--- src/rtl/ula_pkg.sv ---
// ula_pkg: shared definitions for the registered ALU sequencer.
//   - 5-bit opcode constants
//   - FSM state type {IDLE, SHIFT}
//   - shifter direction type and a helper that flags the shift opcodes
package ula_pkg;

    localparam logic [4:0] OP_ADD       = 5'b00000;
    localparam logic [4:0] OP_ADDINC    = 5'b00001;
    localparam logic [4:0] OP_BEQ       = 5'b00010;
    localparam logic [4:0] OP_INCA      = 5'b00011;
    localparam logic [4:0] OP_SUBDEC    = 5'b00100;
    localparam logic [4:0] OP_SUB       = 5'b00101;
    localparam logic [4:0] OP_DECA      = 5'b00110;
    localparam logic [4:0] OP_BNE       = 5'b00111;
    localparam logic [4:0] OP_LSL       = 5'b01000;
    localparam logic [4:0] OP_ASR       = 5'b01001;
    localparam logic [4:0] OP_JUMP      = 5'b01010;
    localparam logic [4:0] OP_MRG_BA    = 5'b01011;
    localparam logic [4:0] OP_MRG_AB    = 5'b01100;
    localparam logic [4:0] OP_LSR       = 5'b01101;
    localparam logic [4:0] OP_ZEROS     = 5'b10000;
    localparam logic [4:0] OP_AND       = 5'b10001;
    localparam logic [4:0] OP_NOTA_AND_B = 5'b10010;
    localparam logic [4:0] OP_PASSB     = 5'b10011;
    localparam logic [4:0] OP_A_AND_NOTB = 5'b10100;
    localparam logic [4:0] OP_PASSA     = 5'b10101;
    localparam logic [4:0] OP_XOR       = 5'b10110;
    localparam logic [4:0] OP_OR        = 5'b10111;
    localparam logic [4:0] OP_NOR       = 5'b11000;
    localparam logic [4:0] OP_XNOR      = 5'b11001;
    localparam logic [4:0] OP_NOTA      = 5'b11010;
    localparam logic [4:0] OP_NOTA_OR_B = 5'b11011;
    localparam logic [4:0] OP_NOTB      = 5'b11100;
    localparam logic [4:0] OP_A_OR_NOTB = 5'b11101;
    localparam logic [4:0] OP_NAND      = 5'b11110;
    localparam logic [4:0] OP_ONES      = 5'b11111;

    typedef enum logic {IDLE, SHIFT} state_t;

    typedef enum logic [1:0] {SH_LSL, SH_ASR, SH_LSR} shift_kind_t;

    function automatic logic is_shift_op(input logic [4:0] op);
        return (op == OP_LSL) || (op == OP_ASR) || (op == OP_LSR);
    endfunction

endpackage

--- src/rtl/ula_shifter.sv ---
// ula_shifter: iterative one-bit-per-cycle shifter.
//   clock, reset   : clock, synchronous active-high reset
//   start          : load data_in / amount / kind (amount must be > 0)
//   kind           : shift direction/type
//   data_in        : value to shift
//   amount         : number of bit positions
//   advance        : permission to take the final step (output slot free)
//   done           : final step taken this cycle; data_out/carry_out are the result
//   data_out       : data after the step taken this cycle
//   carry_out      : bit shifted out by the step taken this cycle
module ula_shifter
    import ula_pkg::*;
#(
    parameter int WIDTH = 32
) (
    input  logic             clock,
    input  logic             reset,
    input  logic             start,
    input  shift_kind_t      kind,
    input  logic [WIDTH-1:0] data_in,
    input  logic [$clog2(WIDTH)-1:0] amount,
    input  logic             advance,
    output logic             done,
    output logic [WIDTH-1:0] data_out,
    output logic             carry_out
);

    localparam int SHW = $clog2(WIDTH);

    logic [SHW-1:0]   count;
    logic [WIDTH-1:0] data;
    shift_kind_t      kind_q;
    logic             step;

    always_comb begin
        data_out  = data;
        carry_out = 1'b0;
        case (kind_q)
            SH_LSL: begin
                data_out  = {data[WIDTH-2:0], 1'b0};
                carry_out = data[WIDTH-1];
            end
            SH_ASR: begin
                data_out  = {data[WIDTH-1], data[WIDTH-1:1]};
                carry_out = data[0];
            end
            default: begin
                data_out  = {1'b0, data[WIDTH-1:1]};
                carry_out = data[0];
            end
        endcase
    end

    // The last step is withheld until the output register can take it,
    // so the counter parks at 1 during a stall.
    assign done = (count == SHW'(1)) && advance;
    assign step = (count > SHW'(1)) || done;

    always_ff @(posedge clock) begin
        if (reset) begin
            count  <= '0;
            data   <= '0;
            kind_q <= SH_LSL;
        end else if (start) begin
            count  <= amount;
            data   <= data_in;
            kind_q <= kind;
        end else if (step) begin
            count  <= count - SHW'(1);
            data   <= data_out;
        end
    end

endmodule

--- src/rtl/ula_seq.sv ---
// ula_seq: registered ALU with valid/ready handshakes on both sides.
//   clock, reset              : clock, synchronous active-high reset
//   in_valid / in_ready       : request handshake (in_ready combinational)
//   opcode, a, b              : operation and operands; b[SHW-1:0] = shift amount
//   out_valid / out_ready     : result handshake
//   result, zero, carry, overflow, negative, cond : registered result and flags
//
// state | meaning
// ------+---------------------------------------------------------------
// IDLE  | accepting requests; single-cycle ops load the output register
// SHIFT | iterative shift in progress; requests blocked
module ula_seq
    import ula_pkg::*;
#(
    parameter int WIDTH = 32
) (
    input  logic             clock,
    input  logic             reset,
    input  logic             in_valid,
    output logic             in_ready,
    input  logic [4:0]       opcode,
    input  logic [WIDTH-1:0] a,
    input  logic [WIDTH-1:0] b,
    output logic             out_valid,
    input  logic             out_ready,
    output logic [WIDTH-1:0] result,
    output logic             zero,
    output logic             carry,
    output logic             overflow,
    output logic             negative,
    output logic             cond
);

    localparam int SHW = $clog2(WIDTH);

    state_t           state, state_nxt;
    logic             accept, shift_start, load_direct;
    logic             is_shift, shift_nz;
    logic [SHW-1:0]   shift_amt;
    shift_kind_t      sh_kind;
    logic             sh_done, sh_carry, sh_advance;
    logic [WIDTH-1:0] sh_data;

    logic [WIDTH-1:0] b_op;
    logic             cin, arith;
    logic [WIDTH:0]   sum;
    logic [WIDTH-1:0] comb_result;
    logic             comb_carry, comb_ovf, comb_cond;

    assign shift_amt = b[SHW-1:0];
    assign is_shift  = is_shift_op(opcode);
    assign shift_nz  = (shift_amt != '0);
    assign sh_kind   = (opcode == OP_LSL) ? SH_LSL :
                       (opcode == OP_ASR) ? SH_ASR : SH_LSR;

    // Shared adder: subtracts use A + ~B + cin so carry reads as no-borrow.
    always_comb begin
        b_op  = b;
        cin   = 1'b0;
        arith = 1'b0;
        case (opcode)
            OP_ADD:                  arith = 1'b1;
            OP_ADDINC:       begin arith = 1'b1; cin = 1'b1; end
            OP_INCA:         begin arith = 1'b1; b_op = '0; cin = 1'b1; end
            OP_SUBDEC:       begin arith = 1'b1; b_op = ~b; end
            OP_SUB, OP_BEQ, OP_BNE:
                             begin arith = 1'b1; b_op = ~b; cin = 1'b1; end
            OP_DECA:         begin arith = 1'b1; b_op = '1; end
            default: ;
        endcase
        sum = {1'b0, a} + {1'b0, b_op} + (WIDTH+1)'(cin);
    end

    always_comb begin
        comb_result = '0;
        comb_carry  = 1'b0;
        comb_ovf    = 1'b0;
        comb_cond   = 1'b0;
        if (arith) begin
            comb_result = sum[WIDTH-1:0];
            comb_carry  = sum[WIDTH];
            comb_ovf    = (a[WIDTH-1] == b_op[WIDTH-1]) && (sum[WIDTH-1] != a[WIDTH-1]);
        end
        case (opcode)
            OP_BEQ:        comb_cond = (a == b);
            OP_BNE:        comb_cond = (a != b);
            OP_JUMP:       begin comb_result = a; comb_cond = 1'b1; end
            // Only the zero-amount shift takes this path.
            OP_LSL, OP_ASR, OP_LSR: comb_result = a;
            OP_MRG_BA:     comb_result = {b[WIDTH-1:WIDTH/2], a[WIDTH/2-1:0]};
            OP_MRG_AB:     comb_result = {a[WIDTH-1:WIDTH/2], b[WIDTH/2-1:0]};
            OP_ZEROS:      comb_result = '0;
            OP_AND:        comb_result = a & b;
            OP_NOTA_AND_B: comb_result = ~a & b;
            OP_PASSB:      comb_result = b;
            OP_A_AND_NOTB: comb_result = a & ~b;
            OP_PASSA:      comb_result = a;
            OP_XOR:        comb_result = a ^ b;
            OP_OR:         comb_result = a | b;
            OP_NOR:        comb_result = ~a & ~b;
            OP_XNOR:       comb_result = ~(a ^ b);
            OP_NOTA:       comb_result = ~a;
            OP_NOTA_OR_B:  comb_result = ~a | b;
            OP_NOTB:       comb_result = ~b;
            OP_A_OR_NOTB:  comb_result = a | ~b;
            OP_NAND:       comb_result = ~(a & b);
            OP_ONES:       comb_result = '1;
            default: ;
        endcase
    end

    always_ff @(posedge clock) begin
        if (reset) state <= IDLE;
        else       state <= state_nxt;
    end

    always_comb begin
        state_nxt = state;
        case (state)
            IDLE:    if (shift_start) state_nxt = SHIFT;
            SHIFT:   if (sh_done)     state_nxt = IDLE;
            default: state_nxt = IDLE;
        endcase
    end

    always_comb begin
        in_ready    = (state == IDLE) && (!out_valid || out_ready);
        accept      = in_valid && in_ready;
        shift_start = accept && is_shift && shift_nz;
        load_direct = accept && !(is_shift && shift_nz);
        sh_advance  = !out_valid || out_ready;
    end

    ula_shifter #(.WIDTH(WIDTH)) u_shifter (
        .clock     (clock),
        .reset     (reset),
        .start     (shift_start),
        .kind      (sh_kind),
        .data_in   (a),
        .amount    (shift_amt),
        .advance   (sh_advance),
        .done      (sh_done),
        .data_out  (sh_data),
        .carry_out (sh_carry)
    );

    always_ff @(posedge clock) begin
        if (reset) begin
            out_valid <= 1'b0;
            result    <= '0;
            zero      <= 1'b0;
            carry     <= 1'b0;
            overflow  <= 1'b0;
            negative  <= 1'b0;
            cond      <= 1'b0;
        end else if (load_direct) begin
            out_valid <= 1'b1;
            result    <= comb_result;
            zero      <= (comb_result == '0);
            carry     <= comb_carry;
            overflow  <= comb_ovf;
            negative  <= comb_result[WIDTH-1];
            cond      <= comb_cond;
        end else if (sh_done) begin
            out_valid <= 1'b1;
            result    <= sh_data;
            zero      <= (sh_data == '0);
            carry     <= sh_carry;
            overflow  <= 1'b0;
            negative  <= sh_data[WIDTH-1];
            cond      <= 1'b0;
        end else if (out_valid && out_ready) begin
            out_valid <= 1'b0;
        end
    end

endmodule

--- config.mk ---
export PLATFORM = sky130hd
export DESIGN_NAME = ula_seq
export DESIGN_NICKNAME = d
export VERILOG_FILES = /design/src/rtl/ula_pkg.sv /design/src/rtl/ula_shifter.sv /design/src/rtl/ula_seq.sv
export SDC_FILE = /design/constraint.sdc
export NUM_CORES = 1
export LEC_CHECK = 0
export BUFFER_PORTS_ARGS = -buffer_cell sky130_fd_sc_hd__clkbuf_2
export CORE_MARGIN = 10
export CORE_UTILIZATION = 40
export DETAILED_ROUTE_END_ITERATION = 6
export PLACE_DENSITY_LB_ADDON = 0.2
export SYNTH_ARGS = -nofsm -noshare
export SYNTH_HDL_FRONTEND = slang
export SYNTH_SLANG_ARGS = --single-unit
--- constraint.sdc ---
create_clock -name clock -period 6 [get_ports clock]
set_input_delay 0 -clock clock [delete_from_list [all_inputs] [get_ports clock]]
set_output_delay 0 -clock clock [all_outputs]
set_load 0.02 [all_outputs]
## After elaboration in Yosys (flattened, before gate mapping)

Index checks and enable logic that the tools add are counted.

- Bits in registers: 78
- Latch bits: 0
- Memory bits (writable): 0
- ROM bits: 0
- Output and inout bits: 39
- Memories kept: 0

- Add/subtract/negate cells: 3
- $mul: 0
- Divide/modulo/power cells: 0
- Magnitude comparators: 1
- Equal/unequal tests: 35
- Shift operators: 0
- Multiplexer cells: 33
- Bitwise logic cells: 13
- Reduce and logical (&&, ||, !) cells: 27

Operator list:

| kind | count |
|---|---|
| $pmux W32 S18 | 1 |
| $mux W32 | 5 |
| $and A32 B32 Y32 | 4 |
| $not A32 Y32 | 4 |
| $or A32 B32 Y32 | 3 |
| $pmux W32 S3 | 1 |
| $eq A5 B5 Y1 const B | 16 |
| $logic_not A32 Y1 | 2 |
| $pmux W32 S2 | 1 |
| $add A32 B32 Y33 | 1 |
| $add A33 B1 Y33 | 1 |
| $eq A32 B32 Y1 | 1 |
| $ne A32 B32 Y1 | 1 |
| $xor A32 B32 Y32 | 1 |
| $eq A5 B4 Y1 const B | 6 |
| $eq A5 B3 Y1 const B | 4 |
| $mux W1 | 19 |
| $eq A5 B1 Y1 const B | 2 |
| $eq A5 B2 Y1 const B | 2 |
| $mux W5 | 2 |
| $reduce_or A5 Y1 | 2 |
| $logic_and A1 B1 Y1 | 9 |
| $reduce_or A8 Y1 | 1 |
| $gt A5 B1 Y1 const B | 1 |
| 16 further kinds | 22 |

## Depth between registers and ports, before layout

Gate-level depths: netlist of the first run.

- Depth after elaboration: 9
- Gate-level depth with buffers: 24
- Gate-level depth less buffers: 19

## Modules after synthesis

Synthesis of the first run repeated with hierarchy kept, for this count alone.

- Cell total of the unflattened synthesis: 1607
- Area total of the unflattened synthesis: 11267.1 µm²

Modules (own cells, without submodules):

| module | instances | cells an instance | area an instance (µm²) | sequential area each (µm²) |
|---|---|---|---|---|
| ula_seq | 1 | 1302 | 8753.4 | 760.7 |
| ula_shifter | 1 | 305 | 2513.7 | 780.7 |

## Least setup slack after synthesis of the first run

OpenSTA, ideal clock, no wires.

- Kind: input port to flip-flop
- Start: input port opcode[4]
- End: register zero
- Arrival time: 4.433 ns
- Path slack: 1.480 ns
- Stages: 24
- Path buffers: 6
- Path through: buf_2 -> buf_2 -> nor2_1 -> clkbuf_1 -> buf_1 -> clkbuf_1 -> nand2_1 -> buf_1 -> nor2_1 -> o22a_1 -> fa_1 -> inv_1 -> fa_1 -> nand2b_1 -> a21oi_1 -> o21ai_1 -> o31a_1 -> o21ai_1 -> nand4_1 -> nand2_1 -> o21ai_1 -> a21o_1 -> or3_1 -> o31ai_1

- Longest elaborated chain between the ends: 9
- Elaborated cells between the ends (all ways): 49
- Those cells by class: add/sub (2); eq/ne (29); mux (6); reduce/logical (12)

Ends and longest elaborated chain:

| element | RTL line | RTL |
|---|---|---|
| start, declared | ula_seq.sv:21 | `input logic [4:0] opcode,` |
| $eq A5 B3 Y1 or $eq A5 B2 Y1 (tied branches) | ula_seq.sv:61 | `case (opcode)` |
| $reduce_or A4 Y1 (no line) | -- |  |
| $pmux W32 S3 | ula_seq.sv:61 |  |
| $add A32 B32 Y33 | ula_seq.sv:71 | `sum = {1'b0, a} + {1'b0, b_op} + (WIDTH+1)'(cin);` |
| $add A33 B1 Y33 | ula_seq.sv:71 |  |
| $mux W32 | ula_seq.sv:79 | `if (arith) begin` |
| $pmux W32 S18 | ula_seq.sv:84 | `case (opcode)` |
| $logic_not A32 Y1 | ula_seq.sv:159 | `zero <= (comb_result == '0);` |
| $mux W1 | ula_seq.sv:156 | `end else if (load_direct) begin` |
| end signal, assigned | ula_seq.sv:159 |  |
| end signal, assigned | ula_seq.sv:167 | `zero <= (sh_data == '0);` |
| end, declared | ula_seq.sv:27 | `output logic zero,` |

Parallel ways exist; a longest one is shown, timed or not.
A chain may end at the register's enable or synchronous reset.

## Final worst setup path of the first run

- Start: input port opcode[0]
- End: register zero

Same word-level chain as after synthesis.

==> results of run 1 <==
-- layout make-up --
class	instances	share of cell area (%)
Tap cell	341	3.57
Timing Repair Buffer	141	6.53
Sequential cell	77	12.9
Clock inverter	7	0.754
Multi-Input combinational cell	1364	72.6
Clock buffer	9	1.89
Antenna cell	1	0.0209
Inverter	54	1.70
-- sequential cells by signal (all words and copies together), names as in the netlist --
name              count
carry                 1
cond                  1
out_valid             1
overflow              1
result               32
state                 1
u_shifter.count       5
u_shifter.data       32
u_shifter.kind_q      2
zero                  1
-- kinds of logic after synthesis --
kind of cell	share of synthesized area, %
flops	14.1
simple gates	25.7
compound gates	34.2
xor+xnor	2.23
mux	5.66
fa+ha+maj	11.5
buf+inv	6.69
-- power breakdown --
group	switching [mW]	internal, mW	total, mW
logic	1.32	0.726	2.04
clock network	0.219	0.362	0.581
registers	0.123	0.674	0.797
total	1.66	1.76	3.42
-- metal layers --
layer | GRT usage, % | vias to the layer above | routed length, µm
met5 | 0 | - | 13
met4 | 8.62 | 2 | 1460
met3 | 7.13 | 98 | 6300
met2 | 43.0 | 812 | 22100
met1 | 40.2 | 6245 | 22100
li1 | - | 6064 | -
-- layout by cell type (no fill, tap or decap), drive strengths merged, types with 15 or more instances in the layout --
master | Yosys | final
nor2 | 282 | 282
a21oi | 164 | 164
nand2 | 133 | 133
o21ai | 125 | 125
clkbuf | 77 | 120
ha | 97 | 97
dfxtp | 77 | 77
a211oi | 75 | 75
mux2i | 55 | 55
inv | 54 | 54
nand3 | 39 | 39
o22a | 33 | 33
nand4 | 33 | 33
buf | 42 | 30
o211ai | 23 | 23
nor3 | 22 | 22
a2111oi | 20 | 20
a21o | 16 | 16
nor4 | 16 | 16
o22ai | 15 | 15
-- worst max-delay path, delay by kind of cell --
family / cells / cell delay [ns]
XOR/XNOR: 2 / 0.28
AO/OA/AOI/OAI: 6 / 1.68
AND/OR/NAND/NOR: 7 / 1.95
buffers and inverters: 3 / 0.59
adder cells (fa/ha/maj): 2 / 0.61
-- path summary, 6_finish.rpt --
kind	to	slack, ns
max reg2reg	zero	2.99
min	u_shifter.data[25]	0.09
min reg2reg	state	0.49
max	zero	1.11
==> flow_metrics.py, run 1 <==
metrics = {
    "status": {
        "status": "finished with violations",
        "violations": "design-rule violations",
    },
    "worst_setup_path": {
        "worst-r2r-cell-count": 7,
        "cp-startpoint": "opcode[0]",
        "endpoint_kind": "flop",
        "path_max_fanout": 16,
        "worstSetupStartpointType": "primary input",
        "timing.critical_path.mode_cell": "fa_1",
        "r2r-start": "u_shifter.kind_q[1]",
        "crit_slowest_cell": "nor2b_1",
        "critPathArrivalTime_ns": 5.14,
        "slowest_delay_ns": 0.65,
        "required_ns": 6.25,
        "crit_path_cell_trace": "clkbuf_2 -> nor2b_1 -> xnor2_1 -> nand2_1 -> nor2_1 -> o22a_1 -> fa_1 -> inv_1 -> fa_1 -> nand2b_1 -> a21oi_1 -> o21ai_0 -> a22oi_1 -> xor2_1 -> a2111oi_0 -> buf_4 -> nand4b_1 -> nor4_2 -> nand4_1 -> o31ai_1",
        "worstSetupPathType": "in2reg",
    },
    "timing": {
        "maxSlewViolCount": 0,
        "hold_viol_final": 0,
        "tightest_slew_ns": 1.20,
        "fin_crit_ns": 4.89,
        "clock.fmax_mhz": 204,
        "hold_slack_ns": 0.0873,
        "finalSetupViolCount": 0,
        "rsz0062_at_grt": "no",
        "finalCritPeriodShare_pct": 81.6,
        "final.setup_skew_ns": 0.00679,
        "max-slew-margin-rel_pct": 19.9,
        "setup-tns-final_ns": 0,
        "timing.final.ws_setup_ns": 1.11,
    },
    "synth": {
        "synth_edf_count": 0,
        "synthTopCellsByArea": "dfxtp_1 (14%), ha_1 (11%), nor2_1 (9.7%), a21oi_1 (7.5%), o21ai_0 (5.2%)",
        "yosys.area.top_type_share_pct": 14.1,
        "ys_warn_count": 0,
        "ys_seq_elements": 77,
        "syn_avg_cell_area_um2": 6.76,
        "ys_types": 83,
        "synthTopCellsByCount": "nor2_1 (281), a21oi_1 (164), nand2_1 (133)",
        "synth_top_area_cell": "dfxtp_1",
        "syn-cell-area_um2": 10900,
        "syn-num-nets": 1786,
        "syn_inst": 1614,
        "ys_seq_area_share_pct": 14.1,
        "async_flop_share_pct": 0,
        "synth_most_common_cell": "nor2_1",
        "synth-main-ff-cell": "dfxtp_1",
    },
    "routing": {
        "drt_iter0_drc": 1908,
        "routedWlPerCell_um": 26.1,
        "detail-route-antenna-nets": 0,
        "drt-total-wl_mm": 52.0,
        "drt-vias-per-instance": 6.63,
        "drc": 3,
        "firstDrtPassIters": 7,
        "via_count": 13200,
    },
    "grt": {
        "grt_pass1_vias": 11800,
        "grt_max_degree": 78,
        "grt_pass1_wl_mm": 76.3,
        "grt_overflow": 0,
        "grt_use_total_pct": 29.0,
        "antenna_found_initial": 1,
    },
    "cts": {
        "postCtsSetupRepairBufs": 0,
        "insertion_delay_ns": 0.33,
        "clk_path_buf_depth": 2,
        "cts_tree": "done",
        "cts_resized": 0,
        "numCtsBuffers": 9,
        "clk_pin_slew_worst_paths_ns": 0.06,
        "cts_num_sinks": 77,
        "cts_root_buf": "clkbuf_16",
        "htreeDepth": 3,
        "holdBufCountCts": 0,
    },
    "finish": {
        "synthToLayoutAreaGrowth_pct": 9.43,
        "finalNetCount": 1819,
        "drive_above_1_share_pct": 11.9,
        "fin_area_um2": 11900,
        "final_util_pct": 44.5,
        "nFillCells": 2861,
        "seq_area_um2": 1540,
        "layoutNonFillerInstCount": 1994,
        "multi_input_area_um2": 8680,
    },
    "die": {
        "start_util_pct": 40.6,
        "die_w_um": 185,
        "dieHeight_um": 185,
        "die_area_um2": 34300,
        "placementRows": 60,
        "core_um2": 26900,
        "pin_count": 112,
    },
    "flow_run": {
        "cap_violations": 0,
    },
    "power": {
        "powerDensity_nw_per_um2": 286,
        "leakage_nw": 5.15,
        "ir_drop_uv": 172,
        "finalPower_mw": 3.42,
    },
    "hold_path": {
        "hold_class": "in2reg",
        "whs_path_depth": 3,
        "hp-start": "a[25]",
    },
    "placed_design": {
        "port-buffer-count": 111,
        "dp.cells": 1977,
        "gp_congestion": 1.01,
        "placed_cell_area_um2": 11600,
        "place_ws_ns": 1.03,
        "dpl.hpwl_mm": 39.1,
    },
}
Note: power is estimated with default switching activity, not from simulation.
==> inputs of run 2 (changes only) <==
Clock period 6 ns to 4.1 ns, I/O delays scaled along.
==> run 2 against run 1 <==
The run now ends clean. Global-route usage grew 0.46 points. Largest power group unchanged. Clock power grew 47%. Sequential power grew 47%. First-iteration DRC count shrank 9.0%. Critical path depth grew 1. Critical endpoint unchanged. Power grew 49%. Wire length grew 0.78%. Sequential share of layout area shrank 0.73 points. Via count grew 1.7%.
==> flow_metrics.py, run 2 (synthesized netlist as in run 1, its figures left out) <==
metrics = {
    "routing": {
        "routedWlPerCell_um": 25.1,
        "drt-total-wl_mm": 52.4,
        "detail-route-antenna-nets": 0,
        "firstDrtPassIters": 6,
        "drt-vias-per-instance": 6.45,
        "via_count": 13400,
        "drt_iter0_drc": 1736,
        "drc": 0,
    },
    "placed_design": {
        "gp_congestion": 1.03,
        "dp.cells": 2069,
        "dpl.hpwl_mm": 40.7,
        "port-buffer-count": 111,
        "placed_cell_area_um2": 12300,
    },
    "worst_setup_path": {
        "worstSetupPathType": "in2reg",
        "worstSetupStartpointType": "primary input",
        "critPathArrivalTime_ns": 4.03,
        "crit_slowest_cell": "fa_1",
        "cp-startpoint": "opcode[1]",
        "crit_buf_inv": 4,
        "crit_path_cell_trace": "clkbuf_2 -> nor2b_2 -> xnor2_1 -> nand2_1 -> nor2_1 -> o22a_1 -> fa_1 -> inv_1 -> fa_1 -> nand2b_1 -> buf_4 -> a21oi_2 -> o21ai_1 -> o31a_1 -> xnor2_1 -> a211o_1 -> a211o_1 -> nor4_1 -> buf_4 -> nand4_1 -> o31ai_1",
        "crit_family": "compound AO/OA/AOI/OAI gates",
        "path_max_fanout": 5,
        "r2r-start": "u_shifter.kind_q[0]",
        "slowest_delay_ns": 0.42,
        "endpoint_kind": "flop",
        "r2r_slack_ns": 1.28,
        "required_ns": 4.35,
    },
    "power": {
        "ir_drop_uv": 257,
        "powerDensity_nw_per_um2": 403,
        "leakage_nw": 5.60,
    },
    "timing": {
        "maxSlewViolCount": 0,
        "max-slew-margin-rel_pct": 14.6,
        "fin_crit_ns": 3.78,
        "tightest_slew_ns": 1.28,
        "finalSetupViolCount": 0,
        "rsz0062_at_grt": "no",
        "setup-tns-final_ns": 0,
        "hold_viol_final": 0,
        "finalCritPeriodShare_pct": 92.3,
        "final.setup_skew_ns": 0.00779,
        "clock.fmax_mhz": 264,
    },
    "finish": {
        "nFillCells": 2794,
        "final_util_pct": 47.1,
        "fin_area_um2": 12700,
        "final_common_cell": "nor2_1",
        "layoutNonFillerInstCount": 2085,
        "largestRegisters": "result: 32 flops, u_shifter.data: 32 flops, u_shifter.count: 5 flops",
        "synthToLayoutAreaGrowth_pct": 16.0,
        "drive_above_1_share_pct": 16.5,
        "finalNetCount": 1912,
        "layout_common_cells": "nor2_1 (277), a21oi_1 (163), nand2_1 (133)",
        "diodes": 0,
    },
    "cts": {
        "cts_root_buf": "clkbuf_16",
        "cts_num_sinks": 77,
        "cts_tree": "done",
        "insertion_delay_ns": 0.34,
        "htreeDepth": 3,
        "numCtsBuffers": 9,
        "clk_pin_slew_worst_paths_ns": 0.06,
        "clk_path_buf_depth": 2,
    },
    "grt": {
        "grt_util_met2_pct": 43.5,
        "grt_pass1_wl_mm": 77.4,
        "met3_usage_pct": 5.41,
        "grt_use_total_pct": 29.5,
        "grt_max_degree": 77,
        "grt_overflow": 0,
        "grt_pass1_vias": 12200,
        "grt.busiest_layer": "met2",
        "gr-usage-met1_pct": 41.9,
        "antenna_found_initial": 0,
    },
    "die": {
        "die_area_um2": 34300,
        "die_w_um": 185,
        "start_util_pct": 40.6,
        "placementRows": 60,
        "core_um2": 26900,
        "dieHeight_um": 185,
        "pin_count": 112,
    },
    "status": {
        "status": "finished clean",
    },
    "flow_run": {
        "cap_violations": 0,
    },
    "hold_path": {
        "hp-start": "a[30]",
        "hold_class": "in2reg",
    },
}
==> run 2: through the flow <==
step	total power [mW]	setup slack (ns)	hold slack, ns
floorplan	3.22	0.00282	0.139
global placement	4.15	-0.0187	0.338
detailed placement	4.17	-0.0546	0.342
CTS	5.05	0.272	0.0494
global route	5.48	0.0397	0.0728
finish	5.10	0.315	0.0600
==> run 2: power by group <==
part	switching, mW	internal, mW
clock network	0.307	0.545
registers	0.179	0.986
logic	1.92	1.17
total	2.41	2.70
==> run 2: final timing paths <==
check,to,cells after the start
worst max register to register,zero,8
worst min-delay path,u_shifter.data[30],3
worst max-delay path,zero,21
worst min register to register,state,2
==> run 2: layout make-up <==
type,count,area [µm²],area share (%)
Clock buffer,11,243,1.92
Clock inverter,4,72.6,0.573
Inverter,54,203,1.60
Multi-Input combinational cell,1364,8690,68.6
Sequential cell,77,1540,12.2
Tap cell,341,427,3.37
Timing Repair Buffer,234,1490,11.8
==> run 2: per-layer routing <==
metal  part of all wire [%]  routed length, µm
met4                    3.2               1670
met1                     43              22800
met5                      0                  0
met2                     42              22000
met3                     11               5970
==> run 2: what timing repair did <==
item / 4_1_cts / 5_1_grt
hold buffers: 1 / 0
resized for setup: 0 / 2
setup endpoints to repair: 0 / 1
setup buffers: 0 / 0
endpoints found under the hold margin: 1 / 0
==> run 2: worst min-delay path: cells and delay by family <==
| kind | cells | cell delay [ns] |
|---|---|---|
| AOI/OAI and AO/OA | 1 | 0.09 |
| buffers and inverters | 1 | 0.19 |
| and+or+nand+nor | 1 | 0.07 |
==> inputs of run 3 (changes only) <==
Settings changed: CELL_PAD_IN_SITES_DETAIL_PLACEMENT set to 0, CELL_PAD_IN_SITES_GLOBAL_PLACEMENT set to 1.
==> run 3 against run 2 <==
The flow now finishes with violations (design-rule violations). Largest cell class unchanged. Worst setup slack improved by 0.0081 ns. Final cell count decreased by 0.67%. Die area is the same. Combinational power hardly changed. Count of clock-buffer cells in the layout is 1 lower. Clock skew about the same. Critical path type unchanged.
==> flow_metrics.py, run 3 (synthesized netlist as in run 1, its figures left out) <==
metrics = {
    "finish": {
        "drive_above_1_share_pct": 15.8,
        "finalNetCount": 1897,
        "layout_common_cells": "nor2_1 (276), a21oi_1 (163), nand2_1 (133)",
        "final_common_cell": "nor2_1",
        "nFillCells": 2858,
        "diodes": 0,
        "synthToLayoutAreaGrowth_pct": 14.7,
        "fin_area_um2": 12500,
        "layoutNonFillerInstCount": 2071,
        "largestRegisters": "result: 32 flops, u_shifter.data: 32 flops, u_shifter.count: 5 flops",
        "seq_area_um2": 1540,
        "multi_input_area_um2": 8680,
    },
    "routing": {
        "drt-vias-per-instance": 6.42,
        "drc": 21,
        "detail-route-antenna-nets": 0,
        "drt_iter0_drc": 1879,
        "firstDrtPassIters": 7,
        "drt-total-wl_mm": 50.4,
        "via_count": 13300,
        "routedWlPerCell_um": 24.3,
    },
    "cts": {
        "cts_tree": "done",
        "clk_pin_slew_worst_paths_ns": 0.06,
        "numCtsBuffers": 9,
        "clk_path_buf_depth": 2,
        "cts_num_sinks": 77,
        "insertion_delay_ns": 0.34,
        "htreeDepth": 3,
        "cts_root_buf": "clkbuf_16",
    },
    "worst_setup_path": {
        "cp-startpoint": "opcode[1]",
        "crit_slowest_cell": "fa_1",
        "slowest_delay_ns": 0.42,
        "crit_buf_inv": 4,
        "crit_path_cell_trace": "clkbuf_2 -> nor2b_2 -> xnor2_1 -> nand2_1 -> nor2_1 -> o22a_1 -> fa_1 -> inv_1 -> fa_1 -> nand2b_1 -> buf_4 -> a21oi_2 -> o21ai_1 -> o31a_1 -> xnor2_1 -> a211o_1 -> a211o_1 -> nor4_1 -> buf_4 -> nand4_1 -> o31ai_1",
        "critPathArrivalTime_ns": 4.04,
        "required_ns": 4.36,
        "path_max_fanout": 6,
        "worstSetupPathType": "in2reg",
        "r2r-start": "u_shifter.kind_q[0]",
        "endpoint_kind": "flop",
        "crit_family": "compound AO/OA/AOI/OAI gates",
        "worstSetupStartpointType": "primary input",
    },
    "grt": {
        "grt_util_met2_pct": 41.9,
        "grt_max_degree": 77,
        "grt.busiest_layer": "met2",
        "gr-usage-met1_pct": 40.3,
        "grt_overflow": 0,
        "grt_use_total_pct": 28.5,
        "met3_usage_pct": 6.33,
        "grt_pass1_vias": 12000,
        "antenna_found_initial": 0,
        "grt_pass1_wl_mm": 75.6,
    },
    "status": {
        "status": "finished with violations",
        "violations": "design-rule violations",
    },
    "timing": {
        "hold_slack_ns": 0.0720,
        "finalSetupViolCount": 0,
        "fin_crit_ns": 3.78,
        "rsz0062_at_grt": "no",
        "hold_viol_final": 0,
        "final.setup_skew_ns": 0.00767,
        "clock.fmax_mhz": 265,
        "finalCritPeriodShare_pct": 92.1,
        "setup-tns-final_ns": 0,
        "tightest_slew_ns": 1.23,
        "maxSlewViolCount": 0,
        "max-slew-margin-rel_pct": 17.7,
    },
    "die": {
        "dieHeight_um": 185,
        "pin_count": 112,
        "die_area_um2": 34300,
        "start_util_pct": 40.6,
        "core_um2": 26900,
        "die_w_um": 185,
        "placementRows": 60,
    },
    "flow_run": {
        "cap_violations": 0,
    },
    "placed_design": {
        "gp_congestion": 1.02,
        "port-buffer-count": 111,
        "dpl.hpwl_mm": 38.8,
        "dp.cells": 2054,
        "placed_cell_area_um2": 12200,
    },
    "hold_path": {
        "hp-start": "a[31]",
        "hold_class": "in2reg",
    },
    "power": {
        "leakage_nw": 5.52,
        "ir_drop_uv": 269,
        "powerDensity_nw_per_um2": 402,
    },
}
## run 3: final timing paths
kind | to | slack, ns | depth (start not counted)
worst min-delay path | u_shifter.data[31] | 0.07 | 3
worst max-delay path | zero | 0.32 | 21
worst max register to register | zero | 1.27 | 8
worst min register to register | state | 0.49 | 2
## run 3: area by class of cell
| class | instances | share of cell area, % |
|---|---|---|
| clock buffers | 10 | 1.91 |
| clock inverters | 6 | 0.490 |
| inverters | 54 | 1.62 |
| multi-input cells | 1364 | 69.3 |
| flip-flops and latches | 77 | 12.3 |
| well taps | 341 | 3.41 |
| repair buffers | 219 | 10.9 |
## run 3: stage by stage
stage               power (mW)  util (%)  worst slack (ns)
floorplan                 3.22         -           0.00282
global placement          4.14      45.4            0.0804
detailed placement        4.15      45.4           -0.0453
CTS                       4.98      46.6             0.281
global route              5.43      46.6            0.0459
finish                    5.04      46.6             0.323
## run 3: per-layer routing
metal / part of all wire, % / routed length [µm]
met1: 44 / 22100
met2: 42 / 20900
met3: 12 / 5800
met4: 3.0 / 1510
met5: 0 / 0
## run 3: worst min-delay path, stage by stage
cell	delay, ns
clkbuf_2	0.21
a21oi_1	0.09
nor2_1	0.08
## run 3: power breakdown
part	internal (mW)	total [mW]	switching, mW
Combinational	1.16	3.06	1.90
Clock	0.487	0.815	0.328
Sequential	0.986	1.16	0.177
Total	2.63	5.04	2.41
## run 3: repair_timing
action	CTS	global route
hold endpoints to repair	1	0
buffers inserted	0	0
hold buffers	1	0
resized for setup	0	2
endpoints found under the setup margin	0	1
